[src/rtl/sobel_pkg.sv]
// Shared definitions for the sobel core and its frame controller: FSM encoding,
// window/feed lengths, kernel constants and window index helpers.
package sobel_pkg;

   typedef enum logic [2:0] {
      S_IDLE  = 3'd0,
      S_FETCH = 3'd1,
      S_FEED  = 3'd2,
      S_WAIT  = 3'd3,
      S_WRITE = 3'd4,
      S_DONE  = 3'd5
   } ctrl_state_t;

   localparam int FEED_LEN = 10;
   localparam int WIN_N    = 9;
   localparam int PIX_MAX  = 255;

   // Row-major 3x3 kernels, index = 3*row + col.
   localparam int GX_K [WIN_N] = '{-1, 0, 1, -2, 0, 2, -1, 0, 1};
   localparam int GY_K [WIN_N] = '{-1, -2, -1, 0, 0, 0, 1, 2, 1};

   function automatic logic [1:0] win_row(input logic [3:0] k);
      return 2'(k / 4'd3);
   endfunction

   function automatic logic [1:0] win_col(input logic [3:0] k);
      return 2'(k % 4'd3);
   endfunction

endpackage

[src/rtl/sobel_win_addr_gen.sv]
// Maps the current window centre (x, y) and window tap k to the image RAM read
// address and the output RAM write address for that centre.
module sobel_win_addr_gen #(
   parameter int IMG_W   = 64,
   parameter int ADDR_W  = 12,
   parameter int OADDR_W = 12,
   parameter int XW      = 6,
   parameter int YW      = 6
) (
   input  logic [XW-1:0]      i_x,
   input  logic [YW-1:0]      i_y,
   input  logic [3:0]         i_k,
   output logic [ADDR_W-1:0]  o_img_addr,
   output logic [OADDR_W-1:0] o_out_addr
);
   import sobel_pkg::*;

   logic [1:0] w_r;
   logic [1:0] w_c;

   assign w_r = win_row(i_k);
   assign w_c = win_col(i_k);

   // Centre is never on the border, so y+r-1 and x+c-1 stay non-negative.
   assign o_img_addr = (ADDR_W'(i_y) + ADDR_W'(w_r) - ADDR_W'(1)) * ADDR_W'(IMG_W)
                     + ADDR_W'(i_x) + ADDR_W'(w_c) - ADDR_W'(1);

   assign o_out_addr = (OADDR_W'(i_y) - OADDR_W'(1)) * OADDR_W'(IMG_W - 2)
                     + OADDR_W'(i_x) - OADDR_W'(1);

endmodule

[src/rtl/sobel_frame_ctrl.sv]
// Frame scheduler: walks interior pixels, fetches each 3x3 window, feeds the sobel
// core and stores its result. SOBEL_CTRL_WIN_REUSE_EN enables column-shift reuse.
module sobel_frame_ctrl #(
   parameter int IMG_W   = 64,
   parameter int IMG_H   = 64,
   parameter int ADDR_W  = 12,
   parameter int OADDR_W = 12
) (
   input  logic               clk_i_s,
   input  logic               rstn_i_s,
   input  logic               start_i,
   output logic               busy_o,
   output logic               frame_done_o,
   output logic [ADDR_W-1:0]  img_addr_o,
   output logic               img_rd_o,
   input  logic [7:0]         img_data_i,
   output logic               sob_en_o,
   output logic [7:0]         sob_data_o,
   input  logic [7:0]         sob_data_i,
   input  logic               sob_done_i,
   output logic               out_we_o,
   output logic [OADDR_W-1:0] out_addr_o,
   output logic [7:0]         out_data_o
);
   import sobel_pkg::*;

   localparam int XW = $clog2(IMG_W);
   localparam int YW = $clog2(IMG_H);

   ctrl_state_t        r_state;
   ctrl_state_t        w_nstate;
   logic [3:0]         r_cnt;
   logic [XW-1:0]      r_x;
   logic [YW-1:0]      r_y;
   logic [7:0]         r_win [WIN_N];

   logic               w_reuse;
   logic [3:0]         w_rds;
   logic [3:0]         w_k;
   logic [3:0]         w_cap_idx;
   logic [3:0]         w_feed_idx;
   logic               w_last_x;
   logic               w_last_y;
   logic [ADDR_W-1:0]  w_img_addr;
   logic [OADDR_W-1:0] w_out_addr;

`ifdef SOBEL_CTRL_WIN_REUSE_EN
   assign w_reuse = (r_x != XW'(1));
`else
   assign w_reuse = 1'b0;
`endif

   // With reuse only column 2 is fetched: taps 2, 5, 8.
   assign w_rds      = w_reuse ? 4'd3 : 4'(WIN_N);
   assign w_k        = w_reuse ? (r_cnt * 4'd3 + 4'd2) : r_cnt;
   assign w_cap_idx  = w_reuse ? ((r_cnt - 4'd1) * 4'd3 + 4'd2) : (r_cnt - 4'd1);
   assign w_feed_idx = r_cnt - 4'd1;
   assign w_last_x   = (r_x == XW'(IMG_W - 2));
   assign w_last_y   = (r_y == YW'(IMG_H - 2));

   sobel_win_addr_gen #(
      .IMG_W   (IMG_W),
      .ADDR_W  (ADDR_W),
      .OADDR_W (OADDR_W),
      .XW      (XW),
      .YW      (YW)
   ) u_addr_gen (
      .i_x        (r_x),
      .i_y        (r_y),
      .i_k        (w_k),
      .o_img_addr (w_img_addr),
      .o_out_addr (w_out_addr)
   );

   always_ff @(posedge clk_i_s or negedge rstn_i_s) begin
      if (!rstn_i_s) r_state <= S_IDLE;
      else           r_state <= w_nstate;
   end

   // All outputs decode from state, so an async reset clears them at once.
   always_comb begin
      w_nstate     = r_state;
      busy_o       = (r_state != S_IDLE);
      frame_done_o = 1'b0;
      img_rd_o     = 1'b0;
      img_addr_o   = '0;
      sob_en_o     = 1'b0;
      sob_data_o   = '0;
      out_we_o     = 1'b0;
      out_addr_o   = '0;
      out_data_o   = '0;
      case (r_state)
         S_IDLE: begin
            if (start_i) w_nstate = S_FETCH;
         end
         S_FETCH: begin
            if (r_cnt < w_rds) begin
               img_rd_o   = 1'b1;
               img_addr_o = w_img_addr;
            end
            if (r_cnt == w_rds) w_nstate = S_FEED;
         end
         S_FEED: begin
            sob_en_o   = 1'b1;
            sob_data_o = (r_cnt == 4'd0) ? 8'd0 : r_win[w_feed_idx];
            if (r_cnt == 4'(FEED_LEN - 1)) w_nstate = S_WAIT;
         end
         S_WAIT: begin
            // Dropping enable with done parks the core in INIT until the next feed.
            sob_en_o = ~sob_done_i;
            if (sob_done_i) w_nstate = S_WRITE;
         end
         S_WRITE: begin
            out_we_o   = 1'b1;
            out_addr_o = w_out_addr;
            out_data_o = sob_data_i;
            w_nstate   = (w_last_x && w_last_y) ? S_DONE : S_FETCH;
         end
         S_DONE: begin
            frame_done_o = 1'b1;
            w_nstate     = S_IDLE;
         end
         default: w_nstate = S_IDLE;
      endcase
   end

   always_ff @(posedge clk_i_s or negedge rstn_i_s) begin
      if (!rstn_i_s) begin
         r_cnt <= '0;
         r_x   <= XW'(1);
         r_y   <= YW'(1);
         for (int i = 0; i < WIN_N; i++) r_win[i] <= '0;
      end else begin
         case (r_state)
            S_IDLE: begin
               if (start_i) begin
                  r_cnt <= '0;
                  r_x   <= XW'(1);
                  r_y   <= YW'(1);
               end
            end
            S_FETCH: begin
               r_cnt <= (r_cnt == w_rds) ? 4'd0 : r_cnt + 4'd1;
`ifdef SOBEL_CTRL_WIN_REUSE_EN
               if (w_reuse && r_cnt == 4'd0) begin
                  for (int r = 0; r < 3; r++) begin
                     r_win[3*r]   <= r_win[3*r+1];
                     r_win[3*r+1] <= r_win[3*r+2];
                  end
               end
`endif
               // Read data lags the strobe by one cycle.
               if (r_cnt != 4'd0) r_win[w_cap_idx] <= img_data_i;
            end
            S_FEED: begin
               r_cnt <= (r_cnt == 4'(FEED_LEN - 1)) ? 4'd0 : r_cnt + 4'd1;
            end
            S_WRITE: begin
               r_cnt <= '0;
               if (w_last_x) begin
                  r_x <= XW'(1);
                  r_y <= r_y + YW'(1);
               end else begin
                  r_x <= r_x + XW'(1);
               end
            end
            default: ;
         endcase
      end
   end

endmodule
[config.mk]
export PLATFORM = sky130hd
export DESIGN_NAME = sobel_frame_ctrl
export DESIGN_NICKNAME = d
export VERILOG_FILES = /design/src/rtl/sobel_pkg.sv /design/src/rtl/sobel_win_addr_gen.sv /design/src/rtl/sobel_frame_ctrl.sv
export SDC_FILE = /design/constraint.sdc
export NUM_CORES = 1
export LEC_CHECK = 0
export ABC_CLOCK_PERIOD_IN_PS = 8600
export CAP_MARGIN = 20
export CORE_MARGIN = 2
export CORE_UTILIZATION = 59
export DETAILED_ROUTE_END_ITERATION = 10
export PLACE_DENSITY = 0.82
export SETUP_SLACK_MARGIN = 0.5
export SYNTH_ARGS = -nofsm -noshare
export SYNTH_HDL_FRONTEND = slang
export SYNTH_SLANG_ARGS = --single-unit
export TNS_END_PERCENT = 20
[constraint.sdc]
create_clock -name clk_i_s -period 8.6 [get_ports clk_i_s]
set_clock_uncertainty 0.2 [all_clocks]
set_input_delay 0.86 -clock clk_i_s [delete_from_list [all_inputs] [get_ports clk_i_s]]
set_output_delay 0.86 -clock clk_i_s [all_outputs]
set_load 0.03 [all_outputs]
==> results.md <==
- Status: complete, but fails checks
- Failing checks: DRC
- CTS tree: yes
- Setup violators final: 0
- Via count: 5,435
- Residual DRC: 9
- Slew Viols, Final: 0
- Drt first pass iters: 8
- Via/cell ratio: 5.94
- CP Class: reg2out
- Number of diodes: 0
- Worst-path clk slew: 0.07 ns
- Primary FF master, synth: dfrtp_1
- Layout cells sized above 1: 16.2%
- Clock Tree Buf Depth: 2
- Core ar.: 11,500 um^2
- Synth unique cells: 57
- Largest area contributor in the netlist: dfrtp_1
- Startpoint types: flop
- Worst slew pin tran: 0.969 ns
- Tmin final: 7.75 ns
- Vias in the first global route: 5,529
- Initial antenna violation count: 0
- Antenna Nets Post-Route: 0
- Post-Syn Area: 7010 um^2
- Syn_nets: 809
- Area grow syn2layout: 15.9%
- Overall Global Routing Usage: 25.8%
- Post-synth top cells: dfrtp_1, ha_1, mux2_2
- Clock Sinks: 91
- Ports: 65
- Critical Path AT: 6.69 ns
- Final net count: 871
- Grt total ovfl: 0
- Final TNS setup: 0 ns
- Syn. warnings: 0
- Clk_lat worst skew: 0.34 ns
- Critical-path maximum fanout: 10
- Final hold violations: 0
- Max-Cap Viols: 0
- Cell count after synthesis: 705
- Crit path required time: 7.54 ns
- Row count: 39
- Fmax: 129 MHz
- DR iter-0 viols: 373
- Pin count of the biggest net entering global routing: 88
- Initial Util: 60.9%
- RSZ-0062 raised after global routing: false
- Hold WC Path Type: in2async
- DIE HEIGHT: 113 um
- CP Capture Type: output pin
- Final GP Congestion: 0.858
- Final period util: 90.1%
- Count leader, synth: dfrtp_1
- Synth Area per Inst: 9.95 um^2
- Yosys top cell area share: 31.8%
- DR WL/cell: 17.6 um
- Slew headroom: 35.2%
- Post-synth EDFFs: 0
- Top cells by area, synth: dfrtp_1, ha_1, mux2_2, mux4_2, inv_1
- I/O Buffers: 64
- Post-synthesis sequential area ratio: 32.5%
- Clock root buffer master: clkbuf_16
- Post-CTS setup buffers: 0
- Hold-fix buffers, CTS: 0
- Synthesis-stage register bit count: 91
- Synth async-reset ratio: 100%
- Drt total wl: 16.1 mm
- Post-detail-place hpwl: 11.7 mm
- Die ar.: 12,800 um^2
- H-tree depth: 3
- Die X: 113 um
- CTS Buf Count: 9
- First-pass GRT wire length: 26.6 mm
-- layer usage --
layer / part of all wire [%] / track usage (%) / vias up
met5: 0 / 0 / -
met1: 43 / 34.5 / 2673
met4: 1.9 / 7.80 / 0
met3: 5.1 / 3.70 / 26
li1: - / - / 2579
met2: 50 / 43.9 / 157
-- final timing paths --
kind | startpoint | end | slack [ns] | cells past startpoint
max | r_y[0]$_DFFE_PN1P_ | out_addr_o[11] | 0.85 | 22
min | rstn_i_s | r_x[3]$_DFFE_PN0P_ | 0.10 | 1
max reg2reg | r_cnt[0]$_DFFE_PN0P_ | r_win[57]$_DFFE_PN0P_ | 5.21 | 7
min reg2reg | r_win[65]$_DFFE_PN0P_ | r_win[65]$_DFFE_PN0P_ | 0.30 | 1
max in group asynchronous | rstn_i_s | r_win[8]$_DFFE_PN0P_ | 7.25 | 3
min in group clk_i_s | r_win[65]$_DFFE_PN0P_ | r_win[65]$_DFFE_PN0P_ | 0.30 | 1
-- worst max-delay path, cell delays in order, from the launching register on --
cell and delay, ns:
dfstp_2 0.65, inv_1 0.11, ha_1 0.25, nand2_1 0.21, xnor2_4 0.19, clkinv_2 0.22, ha_1 0.34, ha_1 0.32
xnor2_1 0.21, fa_1 0.45, ha_1 0.38, a21oi_2 0.24, o21a_1 0.26, nor2_1 0.08, xnor2_1 0.15, ha_1 0.25
or4_1 0.46, o221a_2 0.27, or3_1 0.39, nor2_1 0.10, o211ai_1 0.09, nand2_1 0.09, clkdlybuf4s50_1 0.66
-- layout by cell type, fill, tap and decap left out, types with 4 or more instances in the layout --
cell type	instances
a21o_1	12
a21oi_1	30
a31oi_1	8
and2_1	6
and3_1	13
buf_4	5
clkbuf_16	9
clkdlybuf4s50_1	63
clkinv_2	4
dfrtp_1	89
fa_1	9
ha_1	75
inv_1	71
mux2_2	73
mux4_2	16
nand2_1	56
nand2b_1	5
nand3_1	12
nor2_1	56
nor2b_1	9
nor3_1	13
nor3b_1	6
o21ai_0	34
xnor2_1	27
xor2_1	13
-- metrics by stage --
step           cell area, um^2  hold slack, ns  setup slack (ns)  instances  util, %
6_report                  8130           0.103             0.848        915     70.6
5_1_grt                   8130          0.0988             0.512        915     70.6
4_1_cts                   8060          0.0960             0.593        914     70.0
3_5_place_dp              7780           0.287             0.851        898     67.6
3_3_place_gp              7780           0.281              1.12        897     67.5
2_1_floorplan             7010           0.274              1.90        705        -
-- sequential cells by signal (all words and copies together), names as in the netlist --
register  count
r_cnt         4
r_state       3
r_win        72
r_x           6
r_y           6
-- cell type report --
| type | count | area (um^2) |
|---|---|---|
| inverters | 72 | 272 |
| flip-flops and latches | 91 | 2280 |
| well taps | 143 | 179 |
| fillers | 829 | 3390 |
| clock inverters | 7 | 51.3 |
| multi-input cells | 523 | 4420 |
| clock buffers | 9 | 225 |
| repair buffers | 70 | 701 |
-- cells by family after synthesis --
family	count (synthesis)	share of synthesized area (%)
AO/OA/AOI/OAI	121	11.1
XOR/XNOR	43	5.69
adder cells (fa/ha/maj)	84	15.9
buffers and inverters	91	5.05
flip-flops	91	32.5
multiplexers	91	17.1
AND/OR/NAND/NOR	184	12.5
-- what timing repair did --
action,4_1_cts,5_1_grt
setup endpoints to repair,1,1
resized for setup,1,5
pin swaps,0,0
Power is left out: the tool's default activity adds up to more than one toggle a clock period on the data nets, which glitch-free logic cannot reach.
